[src/rtl/flash_pkg.sv]
// Shared state encoding and default timing for the flash sequencer.
package flash_pkg;

  typedef enum logic [2:0] {
    IDLE      = 3'd0,
    SWEEP_OUT = 3'd1,
    HOLD_OUT  = 3'd2,
    SWEEP_IN  = 3'd3,
    HOLD_IN   = 3'd4
  } state_t;

  localparam int STEP_CYCLES_DEF = 10;
  localparam int SWEEP_STEPS_DEF = 3;
  localparam int PAUSE_STEPS_DEF = 2;

endpackage

[src/rtl/flash_sequencer_step_timer.sv]
// Free-running step counter; tick is high on the last cycle of each step.
module step_timer
  import flash_pkg::*;
#(
  parameter int STEP_CYCLES = STEP_CYCLES_DEF
) (
  input  logic clk,
  input  logic reset,
  input  logic clear,
  output logic tick
);

  localparam int CW = $clog2(STEP_CYCLES);
  localparam logic [CW-1:0] LAST = CW'(STEP_CYCLES - 1);

  logic [CW-1:0] count;

  always_ff @(posedge clk) begin
    if (reset || clear) begin
      count <= '0;
    end else if (count == LAST) begin
      count <= '0;
    end else begin
      count <= count + 1'b1;
    end
  end

  assign tick = (count == LAST);

endmodule

[src/rtl/flash_sequencer.sv]
// Sweeps a shifter outward and back home with timed steps and end holds.
// Pulse handshake: shift_left/shift_right are single-cycle strobes, no back-pressure.
module flash_sequencer
  import flash_pkg::*;
#(
  parameter int STEP_CYCLES = STEP_CYCLES_DEF,
  parameter int SWEEP_STEPS = SWEEP_STEPS_DEF,
  parameter int PAUSE_STEPS = PAUSE_STEPS_DEF
) (
  input  logic       clk,
  input  logic       reset,
  input  logic       enable,
  input  logic       is_flash_1,
  output logic       shift_left,
  output logic       shift_right,
  output logic [3:0] pos,
  output logic       sweep_done,
  output state_t     state
);

  localparam logic [3:0] POS_MAX    = 4'(SWEEP_STEPS);
  localparam logic [7:0] PAUSE_LAST = 8'(PAUSE_STEPS - 1);
  localparam state_t     END_OUT    = (PAUSE_STEPS == 0) ? SWEEP_IN  : HOLD_OUT;
  localparam state_t     END_IN     = (PAUSE_STEPS == 0) ? SWEEP_OUT : HOLD_IN;

  state_t     state_next;
  logic       tick;
  logic       dir;
  logic [7:0] pause_count;
  logic       pause_last;
  logic       pulse_out;
  logic       pulse_in;
  logic       done_next;

  // Counter restarts on every IDLE exit so the first pulse lands a full step later.
  step_timer #(.STEP_CYCLES(STEP_CYCLES)) u_timer (
    .clk   (clk),
    .reset (reset),
    .clear (state == IDLE),
    .tick  (tick)
  );

  assign pause_last = (pause_count == PAUSE_LAST);

  always_ff @(posedge clk) begin
    if (reset) begin
      state <= IDLE;
    end else begin
      state <= state_next;
    end
  end

  always_comb begin
    state_next = state;
    case (state)
      IDLE:      state_next = (pos == 4'd0) ? SWEEP_OUT : SWEEP_IN;
      SWEEP_OUT: if (pos >= POS_MAX || (tick && pos == POS_MAX - 4'd1)) state_next = END_OUT;
      HOLD_OUT:  if (tick && pause_last) state_next = SWEEP_IN;
      SWEEP_IN:  if (pos == 4'd0 || (tick && pos == 4'd1)) state_next = END_IN;
      HOLD_IN:   if (tick && pause_last) state_next = SWEEP_OUT;
      default:   state_next = IDLE;
    endcase
    if (!enable) state_next = IDLE;
  end

  always_comb begin
    pulse_out = enable && (state == SWEEP_OUT) && tick && (pos < POS_MAX);
    pulse_in  = enable && (state == SWEEP_IN)  && tick && (pos != 4'd0);
    done_next = pulse_in && (pos == 4'd1);
  end

  always_ff @(posedge clk) begin
    if (reset) begin
      shift_left  <= 1'b0;
      shift_right <= 1'b0;
      sweep_done  <= 1'b0;
      pos         <= 4'd0;
      dir         <= 1'b1;
      pause_count <= 8'd0;
    end else begin
      // dir=1 maps outward onto shift_right, inward onto shift_left.
      shift_right <= (pulse_out && dir) || (pulse_in && !dir);
      shift_left  <= (pulse_out && !dir) || (pulse_in && dir);
      sweep_done  <= done_next;
      if (pulse_out) pos <= pos + 4'd1;
      else if (pulse_in) pos <= pos - 4'd1;
      if (state == IDLE && enable) dir <= is_flash_1;
      if (state != state_next) pause_count <= 8'd0;
      else if (tick && (state == HOLD_OUT || state == HOLD_IN)) pause_count <= pause_count + 8'd1;
    end
  end

endmodule

[config.mk]
export PLATFORM = sky130hd
export DESIGN_NAME = flash_sequencer
export DESIGN_NICKNAME = d
export VERILOG_FILES = /design/src/rtl/flash_pkg.sv /design/src/rtl/flash_sequencer_step_timer.sv /design/src/rtl/flash_sequencer.sv
export SDC_FILE = /design/constraint.sdc
export NUM_CORES = 1
export LEC_CHECK = 0
export BUFFER_PORTS_ARGS = -buffer_cell sky130_fd_sc_hd__buf_2
export CAP_MARGIN = 0
export CELL_PAD_IN_SITES_DETAIL_PLACEMENT = 0
export CELL_PAD_IN_SITES_GLOBAL_PLACEMENT = 1
export CORE_ASPECT_RATIO = 0.7
export CORE_UTILIZATION = 46
export DETAILED_ROUTE_END_ITERATION = 8
export PLACE_DENSITY_LB_ADDON = 0.3
export SYNTH_ARGS = -nofsm -noshare
export SYNTH_HDL_FRONTEND = slang
export SYNTH_SLANG_ARGS = --single-unit
[constraint.sdc]
create_clock -name clk -period 3.6 [get_ports clk]
set_input_delay 0.9 -clock clk [delete_from_list [all_inputs] [get_ports clk]]
set_output_delay 0.9 -clock clk [all_outputs]
set_load 0.02 [all_outputs]
==> flow_metrics.py, run 1 <==
metrics = {
    "yosys": {
        "synthSimpleGateAreaFrac": 0.2634,
        "synthAdderAreaFrac": 0.07952,
        "synth_area_leaders": "dfxtp_1 37%, ha_1 8.0%, xor2_1 5.6%",
        "yosys_warnings": 0,
        "syn-num-nets": 155,
        "synth_seq_cells": 23,
        "synth.mux.area_fraction": 0.007952,
        "yosysUniqueCellTypes": 42,
        "netlist_area_um2": 1259,
        "synthXorXnorAreaFrac": 0.09046,
        "synth_compound_area_frac": 0.1501,
        "synthCells": 143,
        "synth_edf_count": 0,
        "ys_seq_area_frac": 0.3658,
        "synth_top_area_frac": 0.3658,
        "synth.avg_cell_area_um2": 8.802,
        "synthFlopType": "dfxtp_1",
        "yosysTopAreaCell": "dfxtp_1",
        "synth_top_family_by_area": "simple AND/OR/NAND/NOR gates",
        "ys_async_sr_fraction": 0,
    },
    "worst_setup_path": {
        "worst_ep_required_time_ps": 3790,
        "cp_top_family": "simple AND/OR/NAND/NOR gates",
        "crit_path_max_fanout": 8,
        "critPathLaunchType": "flip-flop",
        "max_stage_delay_ps": 550,
        "critPathSlowestCell": "or4b_4",
        "cp-end-kind": "flip-flop",
        "critPathKind": "flip-flop to flip-flop",
        "cp_num_buf_inv": 1,
        "arrival_ps": 2400,
        "crit_chain": "inv_1 > ha_1 > nor3b_1 > o21bai_4 > o21ai_2 > or4b_4 > a31oi_1",
    },
    "global_routing": {
        "grt-ovfl-total": 0,
        "grt_pass1_vias": 930,
        "grt_antenna_before_repair": 0,
        "grt_max_degree": 15,
        "grt_pass1_wl_mm": 4.291,
        "grt_util_all_layers": 0.1933,
    },
    "clock_tree": {
        "cts_root_buffer": "clkbuf_8",
        "tritoncts": "yes",
        "cts.sinks": 23,
        "clk_pin_slew_ps": 80,
        "post-cts-setup-buffers": 0,
        "cts_hold_buf": 0,
        "insertion_delay_ps": 260,
        "cts-htree-levels": 1,
        "cts_max_path_buffers": 2,
        "cts_buffers": 3,
        "cts_resized": 0,
    },
    "sta": {
        "finClkSkew_ps": 3.930,
        "rsz0062_at_grt": "no",
        "worst_slew_pin_slew_ps": 622.7,
        "final_hold_viol_count": 0,
        "timing.final.crit_share": 0.6143,
        "slew_headroom": 0.5817,
        "fmax_mhz": 452.2,
        "tns_ps": 0,
        "setup_viol": 0,
        "maxSlewViolCount": 0,
        "min_period_ps": 2211,
    },
    "power": {
        "internal-power_uw": 343.1,
        "clockPowerShare": 0.364,
        "combPwrFrac": 0.049,
        "leakagePower_nw": 0.5354,
        "power_frac_seq": 0.587,
        "irDropWorstVdd_mv": 0.1975,
        "p_sw_frac": 0.2248,
        "power_switching_uw": 99.50,
        "powerDensity_nw_per_um2": 319.9,
    },
    "floorplan": {
        "ios": 14,
        "rows": 15,
        "start_util": 0.4968,
        "coreArea_um2": 2534,
        "dieArea_um2": 2953,
        "die_x_um": 64.52,
        "die-height_um": 45.77,
    },
    "routing": {
        "wl_per_cell_um": 13.09,
        "drtPass1Iterations": 4,
        "drc": 0,
        "route.detailed.vias_per_inst": 5.505,
        "vias": 1035,
        "drtIter0Drc": 85,
        "drt-total-wl_mm": 2.461,
        "drtAntennaViolNets": 0,
    },
    "layout": {
        "areaGrowthSynthToFinish_pct": 9.941,
        "fin_util": 0.5462,
        "final_nets": 167,
        "drive_above_1_share": 0.1494,
        "diodes": 0,
    },
    "place": {
        "routabilityCongestion": 0.7841,
        "port_buffers": 13,
        "dp_hpwl_mm": 1.878,
    },
    "status": {
        "outcome": "complete, no violations",
    },
    "job": {
        "cap_violations": 0,
    },
    "worst_hold_path": {
        "hold_class": "flip-flop to flip-flop",
    },
}
through the flow:
stage | power, mW | hold slack, ps | cells | instance area, um2 | setup WS, ps
global route | 0.4636 | 539.7 | 188 | 1384 | 1171
global placement | 0.2865 | 449.6 | 184 | 1335 | 1295
detailed placement | 0.2873 | 485.3 | 184 | 1335 | 1237
floorplan | 0.2822 | 433.4 | 143 | 1259 | 1458
finish | 0.4426 | 488.3 | 188 | 1384 | 1389
CTS | 0.4487 | 506.1 | 188 | 1384 | 1383
state kept, by name, summed over array words and instances, names as in the netlist:
register / cells
u_timer.count: 4
sweep_done: 1
pos: 4
pause_count: 8
shift_right: 1
state: 3
dir: 1
shift_left: 1
path summary, 6_finish.rpt:
kind	start	to	slack, ps	depth (start not counted)
max reg2reg	pos[0]$_SDFFE_PP0P_	pause_count[1]$_SDFFE_PP0P_	1390	7
max	pos[0]$_SDFFE_PP0P_	pause_count[1]$_SDFFE_PP0P_	1390	7
min reg2reg	u_timer.count[0]$_SDFF_PP0_	u_timer.count[0]$_SDFF_PP0_	490	1
min	u_timer.count[0]$_SDFF_PP0_	u_timer.count[0]$_SDFF_PP0_	490	1
worst register-to-register path, cell delays in order (launching register included):
cell,delay (ps)
dfxtp_1,360
inv_1,140
ha_1,170
nor3b_1,400
o21bai_4,230
o21ai_2,90
or4b_4,550
a31oi_1,200
logic make-up after synthesis:
| kind of cell | Yosys count |
|---|---|
| buffers and inverters | 11 |
| muxes | 1 |
| DFF | 23 |
| and+or+nand+nor | 59 |
| xor gates and xnor gates | 13 |
| adders and majority gates | 8 |
| AOI/OAI and AO/OA | 28 |
power groups by stage:
stage               Sequential (mW)  Clock, mW  Combinational (mW)
floorplan                     0.265          0              0.0174
global placement              0.266          0              0.0209
detailed placement            0.266          0              0.0214
CTS                           0.260      0.167              0.0215
global route                  0.260      0.179              0.0238
finish                        0.260      0.161              0.0215
per-layer routing:
| metal | wire length [um] | track usage | up-vias |
|---|---|---|---|
| met3 | 128 | 0.06000 | 2 |
| met5 | 0 | 0 | - |
| met4 | 12 | 0.04000 | 0 |
| li1 | - | - | 534 |
| met1 | 1363 | 0.2916 | 471 |
| met2 | 957 | 0.2653 | 28 |
final cells by class:
| class | count | area, um2 |
|---|---|---|
| Clock inverter | 1 | 7.507 |
| Inverter | 4 | 15.01 |
| Clock buffer | 3 | 41.29 |
| Sequential cell | 23 | 460.4 |
| Timing Repair Buffer | 14 | 72.57 |
| Fill cell | 233 | 1150 |
| Tap cell | 34 | 42.54 |
| Multi-Input combinational cell | 109 | 744.5 |
synthesized netlist by cell type (2+ instances only):
cell type / n
a211o_1: 2
a21oi_1: 8
a31oi_1: 8
and2_1: 2
buf_2: 4
dfxtp_1: 23
ha_1: 8
inv_1: 4
nand2_1: 7
nand2b_1: 2
nand3_1: 2
nand3b_1: 2
nand4_1: 4
nor2_1: 15
nor2b_1: 2
nor3_1: 8
o21ai_0: 2
or3_1: 5
xnor2_1: 5
xor2_1: 8
placed cells by master (no fill, tap or decap), types with 2 or more instances in the layout:
master	n
nand2b_1	2
nand3_1	2
nand4_1	4
o21ai_0	2
nand2_1	7
nor2_1	15
nand3b_1	2
or3_1	5
clkbuf_8	3
and2_1	2
inv_1	4
a31oi_1	8
ha_1	8
dfxtp_1	23
a211o_1	2
xnor2_1	5
buf_2	13
a21oi_1	8
nor3_1	8
nor2b_1	2
xor2_1	8
Power figures use the tool's default switching activity.
==> run 2, diff against run 1 <==
CORE_UTILIZATION = 39   (was 46)
clock period = 2 ns   (was 3.6 ns; I/O delays follow)
==> run 2 against run 1 <==
Against the previous run:
- the flow now finishes with violations (setup timing)
- global-route usage decreased by 1.3 points
- first-iteration DRC count increased by 8.2%
- clock power increased by 83%
- routed wire length increased by 32%
- final cell count increased by 12%
- critical path depth unchanged
- clock skew about the same
- design area increased by 18%
- hold slack got worse by 16 ps
- count of clock-buffer cells in the layout unchanged
- worst setup slack got worse by 1400 ps
- highest routed layer unchanged
==> flow_metrics.py, run 2 (same netlist as run 1, synthesis figures left out) <==
metrics = {
    "status": {
        "outcome": "finished, violations left",
        "violations": "setup timing",
    },
    "routing": {
        "drc": 0,
        "vias": 1160,
        "drt-total-wl_mm": 3.245,
        "drtIter0Drc": 92,
        "drtAntennaViolNets": 0,
        "route.detailed.vias_per_inst": 5.524,
        "wl_per_cell_um": 15.45,
        "drtPass1Iterations": 4,
    },
    "layout": {
        "largestRegisters": "pause_count (8), pos (4), u_timer.count (4)",
        "drive_above_1_share": 0.3506,
        "final_cell_mix": "20 x buf_4, 17 x dfxtp_1, 15 x nor2_1, 13 x buf_2",
        "layout_commonest_cell": "buf_4",
        "final_area_um2": 1633,
        "final_nets": 187,
        "diodes": 0,
        "areaGrowthSynthToFinish_pct": 29.72,
        "stdcell_count": 210,
        "largest_reg_flops": 8,
        "top_register": "pause_count",
    },
    "worst_setup_path": {
        "crit_chain": "inv_4 > ha_4 > or3b_4 > o21bai_4 > o21ai_2 > or4b_4 > a31oi_1",
        "arrival_ps": 2200,
        "crit_path_max_fanout": 8,
        "cp-end-kind": "flip-flop",
        "critPathSlowestCell": "or4b_4",
        "critPathKind": "flip-flop to flip-flop",
        "worst_ep_required_time_ps": 2200,
        "critPathLaunchType": "flip-flop",
        "max_stage_delay_ps": 560,
    },
    "job": {
        "cap_violations": 0,
    },
    "sta": {
        "fmax_mhz": 499.6,
        "setup_viol": 1,
        "finClkSkew_ps": 3.680,
        "min_period_ps": 2001,
        "final_hold_viol_count": 0,
        "whs_ps": 472.5,
        "maxSlewViolCount": 0,
        "timing.final.crit_share": 1.001,
        "worst_slew_pin_slew_ps": 589.7,
        "slew_headroom": 0.6038,
        "rsz0062_at_grt": "yes",
        "worst_slack_ps": -1.421,
    },
    "power": {
        "irDropWorstVdd_mv": 0.3070,
        "power_uw": 809.7,
        "powerDensity_nw_per_um2": 495.9,
        "leakagePower_nw": 0.6431,
    },
    "floorplan": {
        "rows": 16,
        "coreArea_um2": 2923,
        "ios": 14,
        "dieArea_um2": 3462,
        "start_util": 0.4307,
        "die_x_um": 69.90,
        "die-height_um": 49.53,
    },
    "clock_tree": {
        "cts_root_buffer": "clkbuf_8",
        "cts_max_path_buffers": 2,
        "tritoncts": "yes",
        "cts-htree-levels": 1,
        "cts.sinks": 23,
        "insertion_delay_ps": 270,
        "clk_pin_slew_ps": 80,
        "cts_buffers": 3,
    },
    "place": {
        "place_area_um2": 1428,
        "preCtsSetupSlack_ps": -54.15,
        "port_buffers": 13,
        "routabilityCongestion": 0.8389,
        "place_inst": 197,
        "dp_hpwl_mm": 2.262,
    },
    "global_routing": {
        "grt_pass1_vias": 1017,
        "grt-ovfl-total": 0,
        "grt_max_degree": 15,
        "grt_util_all_layers": 0.1802,
        "grt_pass1_wl_mm": 4.836,
        "grt_antenna_before_repair": 0,
    },
    "worst_hold_path": {
        "hold_class": "input pin to flip-flop",
    },
}
==> run 2: cell count changes in the layout (fill, tap and decap cells not counted), moves of 2 or more <==
| cell | before | now |
|---|---|---|
| dfxtp_1 | 23 | 17 |
| ha_1 | 8 | 4 |
| dfxtp_4 | 0 | 3 |
| ha_2 | 0 | 2 |
| dfxtp_2 | 0 | 3 |
| inv_1 | 4 | 2 |
| ha_4 | 0 | 2 |
| buf_4 | 1 | 20 |
==> run 2: worst paths after layout <==
check / cells past startpoint / end / startpoint / slack [ps]
setup reg to reg: 7 / pause_count[3]$_SDFFE_PP0P_ / pos[1]$_SDFFE_PP0P_ / -1
setup / recovery: 7 / pause_count[3]$_SDFFE_PP0P_ / pos[1]$_SDFFE_PP0P_ / -1
hold reg to reg: 2 / u_timer.count[1]$_SDFF_PP0_ / u_timer.count[0]$_SDFF_PP0_ / 550
hold / removal: 2 / dir$_SDFFE_PP1P_ / is_flash_1 / 470
==> run 2: worst max-delay path: cells and delay by family, from the launching register on <==
family	cells	cell delay [ps]
simple gates	2	950
compound gates	3	410
flops	1	360
fa+ha+maj	1	130
buf+inv	1	70
==> run 2: cell type report <==
cell class | count | area, um2
Multi-Input combinational cell | 109 | 819.5
Clock buffer | 3 | 41.29
Fill cell | 260 | 1290
Clock inverter | 1 | 7.507
Inverter | 4 | 17.52
Sequential cell | 23 | 475.5
Timing Repair Buffer | 34 | 226.5
Tap cell | 36 | 45.04
==> run 2: layer usage <==
metal	track usage	wire length, um	vias to the layer above
met5	0	0	-
met4	0.04333	23	0
met3	0.05112	156	6
met2	0.2821	1485	30
met1	0.2456	1580	552
li1	-	-	572
==> run 2: per-stage QoR <==
stage	TNS, ps	utilization
2_1_floorplan	0	-
3_3_place_gp	0	0.4884
3_5_place_dp	-94.10	0.4884
4_1_cts	-156.1	0.5313
5_1_grt	-396.2	0.5586
6_report	-1.421	0.5586
==> run 2: repair_timing <==
item / 4_1_cts / 5_1_grt
pin swaps: 6 / 12
endpoints found under the setup margin: 8 / 8
hold buffers: 0 / 0
buffers inserted: 4 / 5
endpoints found under the hold margin: 0 / 0
resized for setup: 9 / 14
==> run 2: power by group <==
part	switching (mW)	internal, mW	total, mW
registers	0.00656	0.458	0.465
clock network	0.153	0.141	0.294
logic	0.0287	0.0217	0.0505
==> run 3, diff against run 2 <==
CORE_UTILIZATION = 43   (was 39)
clock period = 2.1 ns   (was 2 ns; I/O delays follow)
==> run 3 against run 2 <==
Against the previous run:
- the run now ends clean
- combinational power shrank 12%
- non-clock buffer count shrank 11
- clock power shrank 3%
- design area shrank 6.1%
- utilization shrank 0.78 points
- clock skew grew 4.4 ps
- count of clock-buffer cells in the layout is the same
- register-to-register slack gained 30 ps
- maximum frequency shrank 3.6%
==> flow_metrics.py, run 3 (same netlist as run 1, synthesis figures left out) <==
metrics = {
    "status": {
        "outcome": "complete, no violations",
    },
    "worst_setup_path": {
        "cp-end-kind": "flip-flop",
        "crit_path_max_fanout": 8,
        "arrival_ps": 2270,
        "critPathKind": "flip-flop to flip-flop",
        "critPathLaunchType": "flip-flop",
        "worst_ep_required_time_ps": 2300,
    },
    "power": {
        "power_uw": 773.5,
        "powerDensity_nw_per_um2": 504.7,
        "irDropWorstVdd_mv": 0.2783,
        "leakagePower_nw": 0.5906,
    },
    "floorplan": {
        "start_util": 0.4523,
        "ios": 14,
        "die-height_um": 47.27,
        "rows": 16,
        "dieArea_um2": 3151,
        "die_x_um": 66.67,
        "coreArea_um2": 2783,
    },
    "place": {
        "preCtsSetupSlack_ps": 16.15,
        "place_area_um2": 1390,
        "dp_hpwl_mm": 1.930,
        "place_inst": 193,
        "port_buffers": 13,
        "routabilityCongestion": 0.7951,
    },
    "layout": {
        "largestRegisters": "pause_count (8), pos (4), u_timer.count (4)",
        "top_register": "pause_count",
        "final_cell_mix": "21 x dfxtp_1, 15 x nor2_1, 13 x buf_2, 10 x buf_4",
        "drive_above_1_share": 0.2577,
        "multiInputGateArea_um2": 815.8,
        "fill_cells": 252,
        "regArea_um2": 465.4,
        "areaGrowthSynthToFinish_pct": 21.77,
        "fin_util": 0.5508,
        "diodes": 0,
        "final_nets": 176,
        "stdcell_count": 199,
        "largest_reg_flops": 8,
        "final_area_um2": 1533,
        "layout_commonest_cell": "dfxtp_1",
    },
    "clock_tree": {
        "cts-htree-levels": 1,
        "tritoncts": "yes",
        "cts_buffers": 3,
        "cts.sinks": 23,
        "cts_hold_buf": 0,
        "cts_root_buffer": "clkbuf_8",
        "cts_max_path_buffers": 2,
        "insertion_delay_ps": 270,
        "clk_pin_slew_ps": 90,
    },
    "routing": {
        "drtIter0Drc": 66,
        "drtPass1Iterations": 4,
        "drt-total-wl_mm": 2.722,
        "drc": 0,
        "route.detailed.vias_per_inst": 5.477,
        "drtAntennaViolNets": 0,
        "vias": 1090,
        "wl_per_cell_um": 13.68,
    },
    "sta": {
        "rsz0062_at_grt": "yes",
        "tns_ps": 0,
        "maxSlewViolCount": 0,
        "setup_viol": 0,
        "slew_headroom": 0.6025,
        "finClkSkew_ps": 8.046,
        "timing.final.crit_share": 0.9887,
        "fmax_mhz": 481.6,
        "worst_slew_pin_slew_ps": 591.7,
        "whs_ps": 479.6,
        "final_hold_viol_count": 0,
        "worst_slack_ps": 23.72,
        "min_period_ps": 2076,
    },
    "global_routing": {
        "grt_pass1_wl_mm": 4.257,
        "grt_antenna_before_repair": 0,
        "grt_util_all_layers": 0.1841,
        "grt-ovfl-total": 0,
        "grt_pass1_vias": 869,
        "grt_max_degree": 15,
    },
    "job": {
        "cap_violations": 0,
    },
    "worst_hold_path": {
        "hold_class": "flip-flop to flip-flop",
    },
}
==> run 3: critical path, stage by stage (launching register included) <==
cell and delay [ps]:
dfxtp_2 340, inv_4 70, ha_4 110, or3b_4 390
o21bai_4 160, o21ai_2 90, or4b_4 620, a31oi_4 200
==> run 3: final cells by class <==
type / count / share of cell area
tap: 36 / 0.02939
multi-input combinational: 109 / 0.5322
inverter: 4 / 0.01143
clock inverter: 1 / 0.004898
timing repair buffer: 23 / 0.09143
clock buffer: 3 / 0.02694
sequential: 23 / 0.3037
==> run 3: worst paths after layout <==
| kind | endpoint | start | cells past startpoint | slack, ps |
|---|---|---|---|---|
| setup / recovery | pause_count[7]$_SDFFE_PP0P_ | pos[1]$_SDFFE_PP0P_ | 7 | 20 |
| hold / removal | u_timer.count[0]$_SDFF_PP0_ | u_timer.count[0]$_SDFF_PP0_ | 1 | 480 |
| setup reg to reg | pause_count[7]$_SDFFE_PP0P_ | pos[1]$_SDFFE_PP0P_ | 7 | 20 |
| hold reg to reg | u_timer.count[0]$_SDFF_PP0_ | u_timer.count[0]$_SDFF_PP0_ | 1 | 480 |
==> run 3: power breakdown <==
part	total [mW]	internal, mW	leakage [nW]	switching [mW]
Clock	0.284	0.134	0.0217	0.150
Combinational	0.0445	0.0173	0.382	0.0272
Sequential	0.445	0.438	0.187	0.00642
==> run 3: repair_timing <==
| action | in CTS | in global routing |
|---|---|---|
| buffers inserted | 0 | 2 |
| setup endpoints to repair | 2 | 5 |
| gates resized for setup | 1 | 13 |
| pin swaps | 0 | 8 |
==> run 3: per-layer routing <==
metal  up-vias  track usage  share of wire
met4         0      0.03830         0.0092
met1       513       0.2841           0.55
li1        554            -              -
met2        19       0.2485           0.40
met5         -            0              0
met3         4      0.05097          0.037
